File: src/rtl/common.sv
// Shared CBus transport types for every CBus master and slave in the slice.
// Only generic bus shapes live here; arbiter internals stay in their own modules.
package common;

    typedef struct packed {
        logic        valid;
        logic        write;
        logic [15:0] addr;
        logic [31:0] wdata;
    } cbus_req_t;

    typedef struct packed {
        logic        ready;
        logic        last;
        logic [31:0] rdata;
    } cbus_resp_t;

endpackage

File: src/rtl/rr_pick.sv
// Combinational winner search: the first valid index at or above ptr, then
// wrapping around to the indices below ptr. Works for any NUM_INPUTS.
module rr_pick #(
    parameter int NUM_INPUTS = 2,
    parameter int IDX_W      = (NUM_INPUTS > 1) ? $clog2(NUM_INPUTS) : 1
) (
    input  logic [NUM_INPUTS-1:0] valid,
    input  logic [IDX_W-1:0]      ptr,
    output logic [IDX_W-1:0]      index,
    output logic                  found
);

    // Two ordered passes give the wrap without modulo or mask arithmetic.
    always_comb begin
        index = '0;
        found = 1'b0;
        for (int j = 0; j < NUM_INPUTS; j++) begin
            if (!found && valid[j] && (j >= int'(ptr))) begin
                found = 1'b1;
                index = IDX_W'(j);
            end
        end
        for (int j = 0; j < NUM_INPUTS; j++) begin
            if (!found && valid[j] && (j < int'(ptr))) begin
                found = 1'b1;
                index = IDX_W'(j);
            end
        end
    end

endmodule

File: src/rtl/cbus_rr_arbiter.sv
// N-to-1 CBus arbiter. The grant is held for a whole transaction, up to the
// beat with ready and last both high; priority is rotating or fixed.
//
//   state | meaning
//   IDLE  | no grant; all outputs zero; a winner is registered on any valid
//   BUSY  | owner's request and the downstream response are forwarded
module cbus_rr_arbiter
    import common::*;
#(
    parameter int  NUM_INPUTS  = 2,
    parameter int  ROUND_ROBIN = 1,
    localparam int IDX_W       = (NUM_INPUTS > 1) ? $clog2(NUM_INPUTS) : 1
) (
    input  logic             clk,
    input  logic             reset,
    input  cbus_req_t        ireqs  [NUM_INPUTS],
    output cbus_resp_t       iresps [NUM_INPUTS],
    output cbus_req_t        oreq,
    input  cbus_resp_t       oresp,
    output logic [IDX_W-1:0] owner,
    output logic             busy
);

    typedef enum logic {IDLE, BUSY} state_t;

    state_t                state;
    logic [IDX_W-1:0]      rr_ptr;
    logic [IDX_W-1:0]      pick_ptr;
    logic [IDX_W-1:0]      pick_idx;
    logic                  pick_found;
    logic [NUM_INPUTS-1:0] valid_vec;

    always_comb begin
        valid_vec = '0;
        for (int i = 0; i < NUM_INPUTS; i++) begin
            valid_vec[i] = ireqs[i].valid;
        end
    end

    // Fixed priority is a round-robin search that always starts at index 0.
    assign pick_ptr = (ROUND_ROBIN != 0) ? rr_ptr : '0;

    rr_pick #(
        .NUM_INPUTS (NUM_INPUTS),
        .IDX_W      (IDX_W)
    ) u_pick (
        .valid (valid_vec),
        .ptr   (pick_ptr),
        .index (pick_idx),
        .found (pick_found)
    );

    always_ff @(posedge clk) begin
        if (reset) begin
            state  <= IDLE;
            owner  <= '0;
            rr_ptr <= '0;
        end else begin
            case (state)
                IDLE: begin
                    if (pick_found) begin
                        owner <= pick_idx;
                        state <= BUSY;
                    end
                end
                BUSY: begin
                    if (oresp.ready && oresp.last) begin
                        state  <= IDLE;
                        rr_ptr <= (owner == IDX_W'(NUM_INPUTS - 1)) ? '0 : owner + 1'b1;
                    end
                end
                default: state <= IDLE;
            endcase
        end
    end

    assign busy = (state == BUSY);

    // Forwarding is combinational on the registered owner so beats are not delayed.
    always_comb begin
        oreq = '0;
        for (int i = 0; i < NUM_INPUTS; i++) begin
            iresps[i] = '0;
        end
        if (state == BUSY) begin
            oreq          = ireqs[owner];
            iresps[owner] = oresp;
        end
    end

endmodule

File: config.mk
export PLATFORM = sky130hd
export DESIGN_NAME = cbus_rr_arbiter
export DESIGN_NICKNAME = d
export VERILOG_FILES = /design/src/rtl/common.sv /design/src/rtl/rr_pick.sv /design/src/rtl/cbus_rr_arbiter.sv
export SDC_FILE = /design/constraint.sdc
export NUM_CORES = 1
export LEC_CHECK = 0
export ABC_AREA = 1
export BUFFER_PORTS_ARGS = -buffer_cell sky130_fd_sc_hd__buf_2
export CORE_AREA = 2 2 101 103
export DETAILED_ROUTE_END_ITERATION = 10
export DIE_AREA = 0 0 103 105
export PLACE_DENSITY = 0.56
export SLEW_MARGIN = 20
export SYNTH_ARGS = -nofsm -noshare
export SYNTH_HDL_FRONTEND = slang
export SYNTH_HIERARCHICAL = 1
export SYNTH_SLANG_ARGS = --single-unit
File: constraint.sdc
create_clock -name clk -period 1.1 [get_ports clk]
set_input_delay 0.11 -clock clk [delete_from_list [all_inputs] [get_ports clk]]
set_output_delay 0.11 -clock clk [all_outputs]
set_load 0.03 [all_outputs]
== Word level (Yosys, flattened, before mapping) ==
Index checks and enable logic that the tools add are counted.

* Memory bits (read-only): 0
* RAM bits: 0
* Register bits: 3
* Latch bits: 0
* Memories: 0
* Output and inout port bits: 120
* Bits of input ports: 136
* Logic and storage cells: 37

* Shift operators: 0
* Order comparisons: 4
* Equal/unequal tests: 0
* Reductions and logical operators: 10
* $add $sub $neg: 1
* Multiply operators: 0
* Bitwise gates (word level): 3
* Div/mod/pow operators: 0
* Muxes and demuxes: 16

{| class="wikitable"
|+ Operator list
! operator !! count
|-
| 50-bit two-way mux || 4
|-
| 68-bit AND || 1
|-
| 68-bit two-way mux || 1
|-
| 34-bit demux with 1-bit select || 1
|-
| 34-bit two-way mux || 1
|-
| 1-bit two-way mux || 8
|-
| 1-bit logical AND || 6
|-
| 2-bit AND reduction || 2
|-
| 2-bit greater-or-equal comparator, second input constant || 1
|-
| 1-bit logical NOT || 2
|-
| 2-bit by 1-bit less-than comparator with 1-bit output, second input constant || 1
|-
| 1-bit inverter with 2-bit output || 1
|-
| 1-bit case mux with 2 select lines || 1
|-
| 1-bit adder, second input constant || 1
|-
| 1-bit greater-or-equal comparator, first input constant || 1
|-
| 1-bit less-than comparator, first input constant || 1
|-
| 1-bit inverter || 1
|}

== Longest topological paths before layout ==
Gate-level depths: netlist of run 1.

* Word-level depth: 12
* Mapped depth: 5
* Depth with buffers taken out: 4

== By module ==
Netlist of run 1, hierarchy kept.

{| class="wikitable"
|+ Modules (own cells, without submodules)
! module !! instances !! sequential area each (µm²) !! area each (µm²) !! cells each
|-
| cbus_rr_arbiter || 1 || 60.1 || 1388.8 || 292
|-
| rr_pick || 1 || 0.0 || 18.8 || 4
|}

== Least setup slack after synthesis of run 1 ==
Ideal clock, no wire load.

* Path kind: register to output
* Start point: register state (netlist: busy)
* End point: output port oreq[0] (netlist name)
* Slack: -0.430 ns
* Data required time: 0.990 ns
* Stages on the path, launching flop included: 5
* Path buffers: 2
* Data arrival time: 1.420 ns
* Path through: dfxtp_1 buf_4 inv_2 buf_2 a21oi_1

{| class="wikitable"
|+ RTL lines
! element !! line !! source
|-
| start: declaration || cbus_rr_arbiter.sv:26 || <nowiki>state_t state;</nowiki>
|-
| start signal: assignment || cbus_rr_arbiter.sv:55 || <nowiki>state <= IDLE;</nowiki>
|-
| start signal: assignment || cbus_rr_arbiter.sv:63 || <nowiki>state <= BUSY;</nowiki>
|-
| start signal: assignment || cbus_rr_arbiter.sv:68 || <nowiki>state <= IDLE;</nowiki>
|-
| end: declaration || cbus_rr_arbiter.sv:18 || <nowiki>output cbus_req_t oreq,</nowiki>
|}

==> flow_metrics.py, run 1 <==
metrics = {
    "routing": {
        "post_drt_via_cell_ratio": 4.201,
        "ant_nets": 0,
        "vias": 2945,
        "drt-pass1-iter-count": 4,
        "wl_mm": 10.16,
        "wl_per_cell_um": 14.50,
        "drt_iter0_markers": 68,
        "post-route-drc-count": 0,
    },
    "worst_hold_path": {
        "holdPathStages": 2,
        "hp-class": "primary input to register",
        "holdPathEnd": "owner",
        "min_from": "reset",
    },
    "sta": {
        "fin_ws_ns": -0.3068,
        "post-route-min-period_ns": 1.407,
        "hold_violations": 0,
        "fin_skew_ns": 0.002322,
        "worst_slew_pin_slew_ns": 0.2461,
        "maxSlewHeadroom_pct": 83.58,
        "fmax_ghz": 0.7108,
        "finalCritPeriodShare_pct": 127.9,
        "slew_viol_final": 0,
        "setup_violations": 119,
        "rsz0062_at_grt": "yes",
        "whs_ns": 0.09821,
    },
    "cells_and_area": {
        "finalNonFillerCells": 701,
        "diodes": 0,
        "fin_util_pct": 54.96,
        "drive_above_1_share_pct": 83.80,
        "final_area_sq_um": 5298,
        "layout.nets": 705,
        "area_delta_synth_final_pct": 276.4,
    },
    "grt": {
        "grt_start_max_net_pins": 19,
        "grt_pass1_vias": 3202,
        "track_usage_pct": 17.60,
        "overflow": 0,
        "grt_pass1_wl_mm": 15.28,
        "antenna_found_initial": 0,
    },
    "job": {
        "maxCapViolations": 0,
    },
    "clock_network": {
        "hold_buffers": 0,
        "clkTransAtPathRegs_ns": 0.03,
        "clock_sinks": 3,
        "clockBufferDepth": 2,
        "cts_tree": "built",
        "htree_levels": 1,
        "cts_buffers": 3,
        "clock_latency_ns": 0.21,
        "cts-root-buf": "clkbuf_8",
    },
    "worst_setup_path": {
        "cp-end-kind": "output pin",
        "path_buf_inv": 3,
        "cpMaxStageDelayCell": "dfxtp_4",
        "reg2reg_from": "owner",
        "path_delay_family": "buffers and inverters",
        "r2r_cells": 5,
        "slowest_delay_ns": 0.40,
        "crit_type": "register to output pin",
        "worstPathCellList": "buf_4 > nand2_8 > buf_12 > nor2_2 > buf_6",
        "critPathMaxFanout": 11,
        "crit_start": "owner",
        "timing.rr.end": "owner",
        "cp.required_ns": 0.99,
        "crit_arrival_ns": 1.30,
        "r2r_slack_ns": 0.08,
        "worst_setup_path_start_kind": "register",
    },
    "floorplanning": {
        "rows": 36,
        "core_region_area_sq_um": 9639,
        "io_pins": 256,
        "initial_core_util_pct": 14.60,
        "die_y_um": 105,
        "die_x_um": 103,
        "die_area_sq_um": 10820,
    },
    "placed_design": {
        "io_buffers": 255,
        "placedCellCount": 686,
        "dp_hpwl_mm": 7.081,
        "dpl_worst_slack_ns": -0.1475,
        "post_dp_cell_area_sq_um": 4050,
        "gp_congestion": 0.7736,
    },
    "synth": {
        "yosysTopAreaCell": "nand2_1",
        "synth_top_area_share_pct": 27.47,
        "synthTopCellsByArea": "nand2_1, a21oi_1, nor2_1, buf_6, inv_1",
        "synthesis.nets": 432,
        "ys_types": 16,
        "synth.cell_area_sq_um": 1408,
        "netlist_instances": 296,
        "synth_area_per_cell_sq_um": 4.755,
        "ys_seq_area_share_pct": 4.267,
        "synth_seq_cells": 3,
        "synth_warnings": 6,
    },
    "pwr": {
        "internal_power_mw": 1.469,
        "ir_worst_vdd_uv": 334.3,
        "p_leak_nw": 2.497,
        "p_switching_mw": 1.518,
        "power-per-cell-area_nw_per_um2": 563.9,
        "p_clk_share_pct": 10.5,
        "seq_power_share_pct": 4.5,
        "netSwitchingFraction_pct": 50.83,
        "power_frac_comb_pct": 85.1,
    },
    "outcome": {
        "violations": "setup timing",
        "status": "complete, but fails checks",
    },
}
==> metal layers <==
layer	share of wire [%]	vias up	global-route usage, %
met5	0	-	0
met3	9.3	14	5.686
met1	34	1339	17.42
li1	-	1438	-
met4	1.6	0	3.008
met2	55	154	34.88
==> worst max-delay path by stage <==
stage | endpoint | slack [ns] | cells past startpoint
after floorplan | iresps[34] | -0.09 | 4
after global placement | oreq[46] | -0.11 | 4
after detailed placement | oreq[48] | -0.15 | 4
after CTS | oreq[31] | -0.32 | 5
after global routing | oreq[13] | -0.37 | 5
final | iresps[0] | -0.31 | 5
==> power groups by stage <==
stage,Clock [mW],Sequential (mW),Combinational (mW)
floorplan,0,0.130,1.40
global placement,0,0.132,1.99
detailed placement,0,0.132,2.01
CTS,0.326,0.134,2.51
global route,0.337,0.135,2.68
finish,0.313,0.133,2.54
==> timing repair <==
item                                    CTS  global route
pin swaps                                 8             1
setup buffers                             5             0
gates resized for setup                 296            19
endpoints found under the setup margin  119           120
cloned                                    5             1
==> area by class of cell <==
type | count | area [sq um]
fillers | 864 | 4342
inverters | 38 | 152.6
repair buffers | 291 | 2571
multi-input cells | 232 | 2295
clock buffers | 4 | 45.04
flip-flops and latches | 3 | 67.56
well taps | 133 | 166.4
==> flip-flops by register name (all words and copies together) (netlist names) <==
| name | cells |
|---|---|
| pick_ptr | 1 |
| busy | 1 |
| owner | 1 |
==> cell families after synthesis <==
| logic type | Yosys count | synth area share, % |
|---|---|---|
| buffers and inverters | 61 | 26.58 |
| AND/OR/NAND/NOR | 179 | 50.31 |
| flip-flops | 3 | 4.267 |
| AO/OA/AOI/OAI | 53 | 18.84 |
==> synth_stat cells <==
master and instances:
nor2_2 4, inv_2 1, nor3b_1 1, nand4_1 1, buf_2 5, nand3_1 2, a21oi_1 53, dfxtp_1 3
nand2_4 2, inv_8 1, nand2_1 103, buf_6 17, buf_4 1, nor2_1 65, or2_1 1, inv_1 36
==> stage by stage <==
step	power, mW	TNS, ns
after floorplan	1.526	-5.051
after global placement	2.119	-5.786
after detailed placement	2.137	-7.503
after CTS	2.974	-31.24
after global routing	3.154	-36.93
final	2.987	-30.17
==> cells in the final DEF, fill, tap and decap left out, types with 7 or more instances in the layout <==
| master | n |
|---|---|
| nand2_2 | 32 |
| nor2_2 | 7 |
| buf_4 | 26 |
| nand2_1 | 45 |
| buf_2 | 135 |
| a21oi_4 | 50 |
| buf_12 | 14 |
| buf_6 | 105 |
| inv_1 | 36 |
| nor2_4 | 61 |
| nand2_4 | 26 |
No activity file was read; power rests on OpenSTA's default activity.
==> inputs of run 2 (changes only) <==
- BUFFER_PORTS_ARGS: -buffer_cell sky130_fd_sc_hd__buf_2 -> -buffer_cell sky130_fd_sc_hd__buf_4
==> flow_metrics.py, run 2 (same netlist as run 1, synthesis figures left out) <==
metrics = {
    "floorplanning": {
        "die_y_um": 105,
        "initial_core_util_pct": 14.60,
        "rows": 36,
        "core_region_area_sq_um": 9639,
        "die_area_sq_um": 10820,
        "io_pins": 256,
        "die_x_um": 103,
    },
    "grt": {
        "grt_start_max_net_pins": 31,
        "track_usage_pct": 15.76,
        "overflow": 0,
        "grt_pass1_wl_mm": 13.99,
        "grt_pass1_vias": 3023,
        "antenna_found_initial": 0,
    },
    "cells_and_area": {
        "final_area_sq_um": 5075,
        "layout.nets": 694,
        "final_cell_mix": "buf_4, nand2_1, buf_6, nor2_4, a21oi_4",
        "final_common_cell": "buf_4",
        "finalNonFillerCells": 690,
        "area_delta_synth_final_pct": 260.5,
        "diodes": 0,
        "drive_above_1_share_pct": 75.04,
    },
    "worst_setup_path": {
        "cp.required_ns": 0.99,
        "worst_setup_path_start_kind": "register",
        "crit_arrival_ns": 1.28,
        "crit_end": "oreq[21]",
        "timing.rr.end": "owner",
        "crit_start": "owner",
        "r2r_cells": 4,
        "critPathMaxFanout": 30,
        "reg2reg_from": "busy",
        "worstPathCellList": "buf_12 > nand2_1 > a21oi_4 > buf_4",
        "slowest_delay_ns": 0.41,
        "crit_type": "register to output pin",
        "cpMaxStageDelayCell": "dfxtp_4",
        "cp-end-kind": "output pin",
        "r2r_slack_ns": 0.12,
    },
    "placed_design": {
        "post_dp_cell_area_sq_um": 4693,
        "io_buffers": 255,
        "gp_congestion": 0.7906,
        "placedCellCount": 685,
        "dp_hpwl_mm": 7.660,
    },
    "sta": {
        "slew_viol_final": 0,
        "hold_violations": 0,
        "worst_slew_pin_slew_ns": 0.2015,
        "fmax_ghz": 0.7217,
        "fin_tns_setup_ns": -25.44,
        "finalCritPeriodShare_pct": 126.0,
        "fin_ws_ns": -0.2856,
        "maxSlewHeadroom_pct": 86.55,
        "rsz0062_at_grt": "yes",
        "setup_violations": 119,
        "fin_skew_ns": 0.001626,
        "post-route-min-period_ns": 1.386,
    },
    "worst_hold_path": {
        "holdPathStages": 2,
        "hp-class": "primary input to register",
    },
    "clock_network": {
        "clock_sinks": 3,
        "cts-root-buf": "clkbuf_8",
        "clockBufferDepth": 2,
        "cts_buffers": 3,
        "htree_levels": 1,
        "clkTransAtPathRegs_ns": 0.03,
        "clock_latency_ns": 0.21,
        "cts_tree": "built",
        "post_cts_buffers": 0,
    },
    "job": {
        "maxCapViolations": 0,
    },
    "pwr": {
        "p_leak_nw": 2.340,
        "power-per-cell-area_nw_per_um2": 569.6,
        "ir_worst_vdd_uv": 320.3,
    },
    "outcome": {
        "status": "complete, but fails checks",
        "violations": "setup timing",
    },
    "routing": {
        "vias": 2851,
        "post_drt_via_cell_ratio": 4.132,
        "drt_iter0_markers": 74,
        "post-route-drc-count": 0,
        "ant_nets": 0,
        "drt-pass1-iter-count": 4,
        "wl_per_cell_um": 13.29,
        "wl_mm": 9.173,
    },
}
run 2: changes by cell type in the layout (fill, tap and decap cells not counted), sizes merged:
cell  previous run  this run
buf            290       279
run 2: repair_timing:
| item | in CTS | in global routing |
|---|---|---|
| endpoints found under the hold margin | 0 | 0 |
| endpoints found under the setup margin | 119 | 119 |
| hold buffers | 0 | 0 |
| resized for setup | 83 | 0 |
| gates cloned | 0 | 1 |
run 2: layout make-up:
cell class                      count  area (sq um)
Inverter                           38         152.6
Clock buffer                        4         45.04
Fill cell                         922          4564
Tap cell                          133         166.4
Sequential cell                     3         67.56
Timing Repair Buffer              280          2555
Multi-Input combinational cell    232          2088
run 2: stage by stage:
step / util [%] / setup slack, ns / hold WS (ns) / power, mW
4_1_cts: 52.39 / -0.3005 / 0.06250 / 2.910
5_1_grt: 52.65 / -0.3331 / 0.06840 / 3.048
6_report: 52.65 / -0.2856 / 0.06580 / 2.891
3_5_place_dp: 48.69 / -0.09956 / 0.2854 / 2.414
3_3_place_gp: 48.69 / -0.06174 / 0.2847 / 2.394
2_1_floorplan: - / -0.08805 / 0.1694 / 1.526
run 2: worst min-delay path by stage:
stage	startpoint	slack [ns]	end
global route	reset	0.07	owner
finish	reset	0.07	owner
floorplan	reset	0.17	owner
CTS	reset	0.06	owner
global placement	reset	0.28	owner
detailed placement	reset	0.29	owner
run 2: critical path: cells and delay by family (launching register included):
| kind | cells | cell delay (ns) |
|---|---|---|
| simple gates | 1 | 0.12 |
| compound gates | 1 | 0.16 |
| flops | 1 | 0.41 |
| buf+inv | 2 | 0.36 |
run 2: power by group:
part | switching [mW] | internal [mW]
combinational | 1.33 | 1.11
clock | 0.0694 | 0.247
sequential | 0.0171 | 0.115
total | 1.42 | 1.47
run 2: routing by layer:
layer  up-vias  wire length, um  GRT usage, %
met5         -                0             0
met4         0               97         1.880
met1      1288             3101         16.04
li1       1411                -             -
met2       146             4997         30.57
met3         6              976         5.886
==> inputs of run 3 (changes only) <==
- PLACE_DENSITY: 0.56 -> 0.57
- clock period: 1.1 -> 1.2 ns (I/O delays scaled with it)
==> flow_metrics.py, run 3 (same netlist as run 1, synthesis figures left out) <==
metrics = {
    "pwr": {
        "p_leak_nw": 2.459,
        "power-per-cell-area_nw_per_um2": 516.1,
        "ir_worst_vdd_uv": 293.1,
        "p_total_mw": 2.803,
    },
    "sta": {
        "whs_ns": 0.06785,
        "fin_tns_setup_ns": -20.04,
        "fin_ws_ns": -0.2160,
        "setup_violations": 118,
        "fmax_ghz": 0.7062,
        "slew_viol_final": 0,
        "fin_skew_ns": 0.002148,
        "rsz0062_at_grt": "yes",
        "hold_violations": 0,
        "maxSlewHeadroom_pct": 86.33,
        "finalCritPeriodShare_pct": 118.0,
        "post-route-min-period_ns": 1.416,
        "worst_slew_pin_slew_ns": 0.2049,
    },
    "worst_setup_path": {
        "cp.required_ns": 1.08,
        "path_buf_inv": 3,
        "cpMostUsedCell": "buf_6",
        "worst_setup_path_start_kind": "register",
        "r2r_slack_ns": 0.19,
        "crit_arrival_ns": 1.30,
        "critPathMaxFanout": 7,
        "worstPathCellList": "buf_6 > nand2_8 > clkbuf_16 > nor2_4 > buf_6",
        "cp-end-kind": "output pin",
        "slowest_delay_ns": 0.42,
        "path_delay_family": "buffers and inverters",
        "crit_type": "register to output pin",
        "cpMaxStageDelayCell": "dfxtp_4",
    },
    "outcome": {
        "status": "complete, but fails checks",
        "violations": "setup timing",
    },
    "grt": {
        "overflow": 0,
        "track_usage_pct": 17.93,
        "grt_pass1_wl_mm": 15.31,
        "grt_start_max_net_pins": 20,
        "antenna_found_initial": 0,
        "grt_pass1_vias": 3207,
    },
    "cells_and_area": {
        "finalNonFillerCells": 700,
        "area_delta_synth_final_pct": 285.8,
        "layout.nets": 704,
        "diodes": 0,
        "drive_above_1_share_pct": 77.78,
        "final_cell_mix": "buf_4, buf_6, nand2_1, nor2_4, a21oi_4",
        "final_common_cell": "buf_4",
    },
    "floorplanning": {
        "rows": 36,
        "die_area_sq_um": 10820,
        "initial_core_util_pct": 14.60,
        "core_region_area_sq_um": 9639,
        "die_x_um": 103,
        "die_y_um": 105,
        "io_pins": 256,
    },
    "clock_network": {
        "clock_latency_ns": 0.23,
        "htree_levels": 1,
        "clkTransAtPathRegs_ns": 0.03,
        "clock_sinks": 3,
        "cts_tree": "built",
        "cts_buffers": 3,
        "clockBufferDepth": 2,
        "cts-root-buf": "clkbuf_8",
    },
    "routing": {
        "post-route-drc-count": 0,
        "drt-pass1-iter-count": 4,
        "wl_per_cell_um": 14.56,
        "vias": 2917,
        "wl_mm": 10.19,
        "post_drt_via_cell_ratio": 4.167,
        "drt_iter0_markers": 51,
        "ant_nets": 0,
    },
    "placed_design": {
        "placedCellCount": 684,
        "dpl_worst_slack_ns": -0.06699,
        "io_buffers": 255,
        "gp_congestion": 0.7733,
        "dp_hpwl_mm": 7.730,
    },
    "worst_hold_path": {
        "hp-class": "primary input to register",
    },
    "job": {
        "maxCapViolations": 0,
    },
}
-- run 3: changes by cell type in the layout (fill, tap and decap cells not counted), moves of 6 or more --
cell     before  now
nand2_1      91   78
nor2_4       61   67
buf_6        76  109
buf_4       191  160
nand2_4      11    1
nor2_2        6    0
nand2_2       2   24
-- run 3: layout make-up --
class                           count  area, sq um
Fill cell                         872         4209
Sequential cell                     3        67.56
Tap cell                          133        166.4
Multi-Input combinational cell    232         2115
Inverter                           38        157.7
Clock buffer                        4        45.04
Timing Repair Buffer              290         2879
-- run 3: layer usage --
metal	wire, um	GRT usage, %	vias up	share of wire [%]
li1	-	-	1433	-
met5	0	0	-	0
met3	1162	6.020	14	11
met1	3140	16.69	1320	31
met4	216	5.733	0	2.1
met2	5670	35.25	150	56
-- run 3: path summary, 6_finish.rpt --
kind | start | end | cells after the start
worst max-delay path | owner | iresps[25] | 5
worst min-delay path | reset | owner | 2
worst max register to register | owner | pick_ptr | 5
worst min register to register | pick_ptr | pick_ptr | 2
-- run 3: through the flow --
step                instance area (sq um)  utilization [%]
floorplan                            2290                -
global placement                     4481            46.48
detailed placement                   4481            46.48
CTS                                  5249            54.45
global route                         5430            56.33
finish                               5430            56.33
-- run 3: report_power, final --
group | internal (mW) | total (mW) | leakage [nW] | switching [mW]
logic | 1.11 | 2.37 | 2.41 | 1.27
clock network | 0.228 | 0.310 | 0.0228 | 0.0820
registers | 0.106 | 0.120 | 0.0259 | 0.0145
total | 1.44 | 2.80 | 2.46 | 1.36
-- run 3: what timing repair did --
| action | in CTS | in global routing |
|---|---|---|
| hold buffers | 0 | 0 |
| resized for setup | 142 | 46 |
| endpoints found under the hold margin | 0 | 0 |
| setup buffers | 5 | 3 |
| gates cloned | 4 | 1 |
| endpoints found under the setup margin | 119 | 119 |
| pin swaps | 1 | 1 |
